<file path="src/rtl/dot_pkg.sv">
// Shared types and width helpers for the dot-product engine.
package dot_pkg;

   // Controller states, 3-bit encoding
   typedef enum logic [2:0] {
      IDLE   = 3'd0,
      ADDR_A = 3'd1,
      WAIT_A = 3'd2,
      ADDR_B = 3'd3,
      WAIT_B = 3'd4,
      ACCUM  = 3'd5,
      DONE   = 3'd6
   } state_t;

   // Width of a length field able to hold 0..vec_len
   function automatic int calc_len_w(input int vec_len);
      return $clog2(vec_len + 1);
   endfunction

   // Accumulator width: full product plus enough headroom for vec_len terms
   function automatic int calc_acc_w(input int data_w, input int vec_len);
      return 2 * data_w + $clog2(vec_len);
   endfunction

endpackage

</file>
<file path="src/rtl/dot_mac_unit.sv">
// Combinational multiply-accumulate: acc_out = acc_in + ext(a) * ext(b).
// ext() sign-extends in signed mode, zero-extends otherwise; all ACC_W wide.
module dot_mac_unit #(
   parameter int DATA_W = 8,
   parameter int ACC_W  = 19
) (
   input  logic [DATA_W-1:0] a,
   input  logic [DATA_W-1:0] b,
   input  logic              signed_mode,
   input  logic [ACC_W-1:0]  acc_in,
   output logic [ACC_W-1:0]  acc_out
);

   logic [ACC_W-1:0] a_ext;
   logic [ACC_W-1:0] b_ext;

   // Extend operands, then multiply modulo 2^ACC_W (exact for two's complement)
   always_comb begin
      a_ext   = {{(ACC_W-DATA_W){signed_mode & a[DATA_W-1]}}, a};
      b_ext   = {{(ACC_W-DATA_W){signed_mode & b[DATA_W-1]}}, b};
      acc_out = acc_in + a_ext * b_ext;
   end

endmodule

</file>
<file path="src/rtl/dot_product_engine_p.sv">
// Dot-product engine: fetches A[i] and B[i] from a shared read memory one
// element at a time and accumulates their product at full precision.
//
// Handshake: start is sampled only while busy is low; the operation then runs
// with busy high until a one-cycle done pulse, in which result becomes valid
// and stays held until the next completion. abort drops an operation
// (no done, result unchanged); start while busy is ignored.
module dot_product_engine_p
   import dot_pkg::*;
#(
   parameter int DATA_W  = 8,
   parameter int VEC_LEN = 8,
   parameter int ADDR_W  = 5,
   parameter int MEM_LAT = 2,
   parameter int LEN_W   = calc_len_w(VEC_LEN),
   parameter int ACC_W   = calc_acc_w(DATA_W, VEC_LEN)
) (
   input  logic              clk,
   input  logic              rst,
   input  logic              start,
   input  logic              abort,
   input  logic              signed_mode,
   input  logic [LEN_W-1:0]  len,
   input  logic [ADDR_W-1:0] base_a,
   input  logic [ADDR_W-1:0] base_b,
   input  logic [DATA_W-1:0] mem_rdata,
   output logic [ADDR_W-1:0] mem_addr,
   output logic              mem_rd,
   output logic              busy,
   output logic              done,
   output logic [ACC_W-1:0]  result,
   output state_t            dbg_state
);

   localparam int WAIT_W = (MEM_LAT > 1) ? $clog2(MEM_LAT) : 1;

   state_t              state;
   logic                sm_q;
   logic [LEN_W-1:0]    len_q;
   logic [LEN_W-1:0]    idx_q;
   logic [ADDR_W-1:0]   base_a_q;
   logic [ADDR_W-1:0]   base_b_q;
   logic [WAIT_W-1:0]   wait_cnt;
   logic [DATA_W-1:0]   op_a;
   logic [DATA_W-1:0]   op_b;
   logic [ACC_W-1:0]    acc;
   logic [ACC_W-1:0]    acc_next;
   logic [LEN_W-1:0]    len_clamped;
   logic                wait_last;
   logic                idx_last;

   // Requested lengths beyond the vector capacity are clamped
   assign len_clamped = (len > LEN_W'(VEC_LEN)) ? LEN_W'(VEC_LEN) : len;
   assign wait_last   = (wait_cnt == WAIT_W'(MEM_LAT - 1));
   assign idx_last    = ((idx_q + LEN_W'(1)) == len_q);
   assign busy        = (state != IDLE);
   assign dbg_state   = state;

   dot_mac_unit #(
      .DATA_W (DATA_W),
      .ACC_W  (ACC_W)
   ) u_mac (
      .a           (op_a),
      .b           (op_b),
      .signed_mode (sm_q),
      .acc_in      (acc),
      .acc_out     (acc_next)
   );

   // Controller: sequences the A/B fetches, accumulation and completion pulse
   always_ff @(posedge clk or posedge rst) begin
      if (rst) begin
         state    <= IDLE;
         mem_addr <= '0;
         mem_rd   <= 1'b0;
         done     <= 1'b0;
         result   <= '0;
         acc      <= '0;
         idx_q    <= '0;
         wait_cnt <= '0;
         op_a     <= '0;
         op_b     <= '0;
         sm_q     <= 1'b0;
         len_q    <= '0;
         base_a_q <= '0;
         base_b_q <= '0;
      end else begin
         done <= 1'b0;
         if (state != IDLE && abort) begin
            state  <= IDLE;
            mem_rd <= 1'b0;
         end else begin
            case (state)
               IDLE: begin
                  if (start) begin
                     sm_q     <= signed_mode;
                     len_q    <= len_clamped;
                     base_a_q <= base_a;
                     base_b_q <= base_b;
                     acc      <= '0;
                     idx_q    <= '0;
                     if (len_clamped == '0) begin
                        result <= '0;
                        done   <= 1'b1;
                        state  <= DONE;
                     end else begin
                        state  <= ADDR_A;
                     end
                  end
               end
               ADDR_A: begin
                  mem_addr <= base_a_q + ADDR_W'(idx_q);
                  mem_rd   <= 1'b1;
                  wait_cnt <= '0;
                  state    <= WAIT_A;
               end
               WAIT_A: begin
                  mem_rd <= 1'b0;
                  if (wait_last) begin
                     op_a  <= mem_rdata;
                     state <= ADDR_B;
                  end else begin
                     wait_cnt <= wait_cnt + WAIT_W'(1);
                  end
               end
               ADDR_B: begin
                  mem_addr <= base_b_q + ADDR_W'(idx_q);
                  mem_rd   <= 1'b1;
                  wait_cnt <= '0;
                  state    <= WAIT_B;
               end
               WAIT_B: begin
                  mem_rd <= 1'b0;
                  if (wait_last) begin
                     op_b  <= mem_rdata;
                     state <= ACCUM;
                  end else begin
                     wait_cnt <= wait_cnt + WAIT_W'(1);
                  end
               end
               ACCUM: begin
                  acc <= acc_next;
                  if (idx_last) begin
                     result <= acc_next;
                     done   <= 1'b1;
                     state  <= DONE;
                  end else begin
                     idx_q <= idx_q + LEN_W'(1);
                     state <= ADDR_A;
                  end
               end
               DONE: begin
                  state <= IDLE;
               end
               default: begin
                  state  <= IDLE;
                  mem_rd <= 1'b0;
               end
            endcase
         end
      end
   end

endmodule
</file>
<file path="config.mk">
export PLATFORM = sky130hd
export DESIGN_NAME = dot_product_engine_p
export DESIGN_NICKNAME = d
export VERILOG_FILES = /design/src/rtl/dot_pkg.sv /design/src/rtl/dot_mac_unit.sv /design/src/rtl/dot_product_engine_p.sv
export SDC_FILE = /design/constraint.sdc
export NUM_CORES = 1
export LEC_CHECK = 0
export ABC_CLOCK_PERIOD_IN_PS = 11500
export CORE_AREA = 4 4 152 154
export DETAILED_ROUTE_END_ITERATION = 8
export DIE_AREA = 0 0 156 158
export SYNTH_ARGS = -nofsm -noshare
export SYNTH_HDL_FRONTEND = slang
export SYNTH_SLANG_ARGS = --single-unit
</file>
<file path="constraint.sdc">
create_clock -name clk -period 11.5 [get_ports clk]
set_clock_uncertainty 0.2 [all_clocks]
set_input_delay 3.45 -clock clk [delete_from_list [all_inputs] [get_ports clk]]
set_output_delay 3.45 -clock clk [all_outputs]
set_load 0.05 [all_outputs]
</file>
==> out/metrics.yaml, run 1 <==
outcome: "finished, final reports clean"
finalCriticalPeriod_ns: 7.57
htree_num_levels: 3
cts_setup_buffers: 0
ys_top_cells_by_area: "dfrtp_1 28%, fa_1 19%, ha_1 10%, mux2_2 5.2%, inv_1 4.7%"
drc: 0
syn_area_mm2: 0.00755
vias: 5466
ant_nets: 0
ys_ff_latch: 84
synth_sequential_area_ratio_pct: 27.8
hold_violations: 0
slowest_delay_ns: 0.55
first_pass_iters: 5
place_area_mm2: 0.00838
gp_congestion: 0.896
wire_per_inst_um: 15.3
num_antenna_cells: 0
critical_path.slowest_cell: "fa_1"
yosysTopAreaCell: "dfrtp_1"
synth_cell_type_count: 59
fin_util_pct: 40.0
cts_buffers: 9
track_usage_pct: 14.8
min_period_over_period_pct: 65.8
dieArea_mm2: 0.0246
cts_tree: "done"
setup_slack_ns: 3.93
synthCells: 777
nets: 979
synthTopCellsByCount: "95 x inv_1, 86 x nand2_1, 84 x dfrtp_1"
power_density_mw_per_mm2: 186
worst_path_most_repeated_cell: "fa_1"
area_growth_pct: 14.9
clock_latency_ns: 0.36
worst_hold_slack_ns: 0.284
overflow: 0
clock_path_buffers: 2
cp_max_fo: 11
final_area_mm2: 0.00868
coreArea_mm2: 0.0217
cts_num_sinks: 84
drive_gt1_share_pct: 7.89
async_flop_share_pct: 100
syn_area_per_cell_um2: 9.72
grt_max_degree: 65
ios: 57
arrival_ns: 7.61
ir_worst_vdd_mv: 0.111
synth_edf_count: 0
wl_mm: 16.8
p_leak_uw: 0.00431
path_class: "reg -> reg"
required_ns: 11.54
start_util_pct: 34.8
avgViaCountPerCell: 4.95
start_kind: "flip-flop"
clock.fmax_ghz: 0.132
grt_pass1_vias: 5691
clockRootBuffer: "clkbuf_16"
yosysMostFrequentCell: "inv_1"
grt_antenna_before_repair: 1
setup_viol: 0
hold_buffers: 0
pre_cts_ws_ns: 4.01
maxCapViolCount: 0
fp.dieW_um: 156
rsz0062_at_grt: "no"
slew_headroom_pct: 26.4
first_iter_violations: 217
io_buffers: 56
yosysWarnings: 0
cts.repair.resized: 0
end_kind: "flip-flop"
dp_hpwl_mm: 13.2
rows: 54
syn-num-nets: 937
die_h_um: 158
clk_pin_slew_worst_paths_ns: 0.07
hp-class: "reg -> reg"
drv_slew: 0
grt_pass1_wl_mm: 29.1
synth-main-ff-cell: "dfrtp_1"
yosysTopAreaCellShare_pct: 27.8
setup_tns_ns: 0
tightest_slew_ns: 1.10
area by class of cell:
type | count | area (µm²)
sequential | 84 | 2100
timing repair buffer | 58 | 576
tap | 280 | 350
multi-input combinational | 571 | 4990
clock inverter | 7 | 75.1
clock buffer | 9 | 225
fill | 2144 | 13000
inverter | 95 | 358
kinds of logic (layout without fill, tap and decap cells):
family | Yosys count | in the layout | share of synthesized area (%)
and+or+nand+nor | 225 | 225 | 14.8
adders and majority gates | 133 | 133 | 29.2
DFF | 84 | 84 | 27.8
xor gates and xnor gates | 40 | 40 | 4.64
AOI/OAI and AO/OA | 137 | 137 | 12.0
muxes | 36 | 36 | 5.35
buffers and inverters | 122 | 169 | 6.10
worst paths after layout:
| check | depth (start not counted) | slack (ns) | endpoint | start |
|---|---|---|---|---|
| max | 25 | 3.93 | result[18] | op_b[7] |
| min | 2 | 0.28 | result[14] | result[14] |
| max reg2reg | 25 | 3.93 | result[18] | op_b[7] |
| min reg2reg | 2 | 0.28 | result[14] | result[14] |
| max in group asynchronous | 3 | 6.77 | result[3] | rst |
| min in group asynchronous | 2 | 3.17 | base_b_q[0] | rst |
layer usage:
metal	share of wire [%]	vias up	global-route usage, %
met5	0.042	-	0
met4	1.4	2	3.75
met3	4.5	21	3.53
met2	46	99	23.1
met1	48	2646	20.8
li1	-	2698	-
state kept, by name, indices dropped and copies added (netlist names), 3 cells and up:
signal / flops
acc: 19
base_a_q: 5
base_b_q: 5
dbg_state: 3
idx_q: 4
len_q: 4
mem_addr: 5
op_a: 8
op_b: 8
result: 19
power breakdown:
group          internal (µW)  switching, µW  leakage, µW
logic                    351            503      0.00306
clock network            170            135     0.000144
registers                360           90.4      0.00111
total                    881            729      0.00431
layout by cell type (no fill, tap or decap), types with 3 or more instances in the layout:
cell and count:
inv_1 94, nand2_1 86, dfrtp_1 84, fa_1 72, ha_1 61, clkdlybuf4s50_1 56, o21ai_0 44, and2_1 41
mux2_2 35, nor2_1 30, a21oi_1 26, xnor2_1 25, xor2_1 15, a21o_1 13, nand3_1 12, o31ai_1 12
clkbuf_16 9, and3_1 8, nor3_1 8, or3_1 7, nand2b_1 7, a22o_1 6, nand4_1 5, a32o_1 5
or2_2 4, nor3b_1 3, nor2b_1 3, a211oi_1 3, clkinv_2 3
worst max-delay path, delay by kind of cell, from the launching register on:
family	cells	cell delay [ns]
buffers and inverters	4	0.24
adders and majority gates	7	3.31
AOI/OAI and AO/OA	7	1.30
DFF	1	0.50
and+or+nand+nor	7	1.90
metrics by stage:
stage	std cells	power (µW)
after floorplan	777	1090
after global routing	1104	1760
final	1104	1610
after detailed placement	1088	1310
after global placement	1088	1310
after CTS	1104	1630
Note: power is estimated with default switching activity, not from simulation.
==> run 2: changes to the inputs <==
- ABC_CLOCK_PERIOD_IN_PS: 11500 -> 6840
- clock period: 11.5 -> 6.84 ns (I/O delays scaled with it)
==> run 2 against run 1 <==
Effect of this change:
- clock-buffer cell count is 2 higher
- flip-flop and latch count unchanged
- wire length is 1.3% higher
- critical endpoint unchanged
- fmax increased by 15%
- register-to-register slack lost 3.7 ns
- largest cell class unchanged
- setup slack got worse by 3.7 ns
- critical path type unchanged
==> out/metrics.yaml, run 2 (synthesis gave the netlist of run 1 again) <==
outcome: "finished, final reports clean"
rows: 54
maxCapViolCount: 0
layout_commonest_cell: "inv_1"
fin_util_pct: 42.0
final_cells: 1138
slew_headroom_pct: 36.3
cp_max_fo: 5
min_period_over_period_pct: 96.2
die_h_um: 158
setup_slack_ns: 0.263
required_ns: 6.88
grt_max_degree: 48
tightest_slew_ns: 0.954
dieArea_mm2: 0.0246
critPathTopFamily: "adder cells"
setup_viol: 0
power_density_mw_per_mm2: 323
critical_path.slowest_cell: "fa_1"
hold_violations: 0
ant_nets: 0
vias: 5611
first_iter_violations: 199
avgViaCountPerCell: 4.93
start_util_pct: 34.8
first_pass_iters: 4
cts_tree: "done"
coreArea_mm2: 0.0217
wire_per_inst_um: 15.0
track_usage_pct: 14.9
end_kind: "flip-flop"
pre_cts_ws_ns: -0.0660
slowest_delay_ns: 0.57
ir_worst_vdd_mv: 0.302
fin_total_pwr_uw: 2950
path_class: "reg -> reg"
hp-class: "reg -> reg"
ios: 57
start_kind: "flip-flop"
grt_antenna_before_repair: 0
hold_buffers: 0
clock_path_buffers: 2
grt_pass1_wl_mm: 29.9
final_cell_mix: "93 x inv_1, 84 x nand2_1, 82 x dfrtp_1"
grt_pass1_vias: 6058
dp_hpwl_mm: 13.4
p_leak_uw: 0.00452
clk_pin_slew_worst_paths_ns: 0.06
clock_latency_ns: 0.35
critPathBufInv: 6
drc: 0
drv_slew: 0
setup_tns_ns: 0
area_growth_pct: 20.7
overflow: 0
fp.dieW_um: 156
num_antenna_cells: 0
top_regs: "acc (19), result (19)"
gp_congestion: 0.899
clockRootBuffer: "clkbuf_16"
cts_buffers: 9
arrival_ns: 6.61
finalCriticalPeriod_ns: 6.58
cts_num_sinks: 84
clock.fmax_ghz: 0.152
wl_mm: 17.1
io_buffers: 56
drive_gt1_share_pct: 14.6
htree_num_levels: 3
dp.cells: 1122
nets: 1014
run 2: cell types whose count changed in the layout (fill, tap and decap cells not counted), moves of 3 or more:
| cell | previous run | this run |
|---|---|---|
| nor2_1 | 30 | 27 |
| buf_4 | 2 | 37 |
| o21ai_0 | 44 | 41 |
| nor2_2 | 0 | 3 |
| ha_4 | 0 | 3 |
| nand3_1 | 12 | 9 |
| ha_1 | 61 | 57 |
| nand3_2 | 0 | 3 |
| o21ai_1 | 0 | 3 |
run 2: tightest hold or removal path, stage by stage, from the launching register on:
cell and delay, ns:
dfrtp_1 0.34, nand2_1 0.04, o21ai_0 0.06
run 2: final timing paths:
kind | cells after the start | to | slack [ns] | startpoint
max in group asynchronous | 3 | result[6] | 3.44 | rst
hold reg to reg | 2 | result[2] | 0.28 | result[2]
setup / recovery | 25 | result[18] | 0.26 | sm_q
setup reg to reg | 25 | result[18] | 0.26 | sm_q
hold / removal | 2 | result[2] | 0.28 | result[2]
min in group asynchronous | 2 | result[15] | 1.98 | rst
run 2: layout make-up:
type | count | area, µm²
multi-input combinational | 571 | 5130
clock buffer | 11 | 233
timing repair buffer | 93 | 838
sequential | 84 | 2100
inverter | 95 | 358
tap | 280 | 350
clock inverter | 4 | 98.8
fill | 2097 | 12600
run 2: routing by layer:
metal	up-vias	global-route usage [%]	wire, µm
li1	2762	-	-
met1	2748	19.8	8080
met2	79	24.8	8060
met3	22	3.64	675
met4	0	3.67	242
met5	-	0	0
run 2: through the flow:
step | hold WS (ns) | cell area (µm²)
floorplan | 0.250 | 7550
global placement | 0.264 | 8630
finish | 0.284 | 9110
global route | 0.308 | 9110
CTS | 0.288 | 8970
detailed placement | 0.274 | 8630
run 2: repair_timing:
item,4_1_cts,5_1_grt
endpoints found under the hold margin,0,0
gates resized for setup,2,34
setup endpoints to repair,2,6
buffers inserted,0,1
pin swaps,3,16
run 2: power breakdown:
part	internal (µW)	total [µW]	switching (µW)
combinational	722	1690	963
clock	356	562	206
sequential	607	700	93.3
total	1680	2950	1260
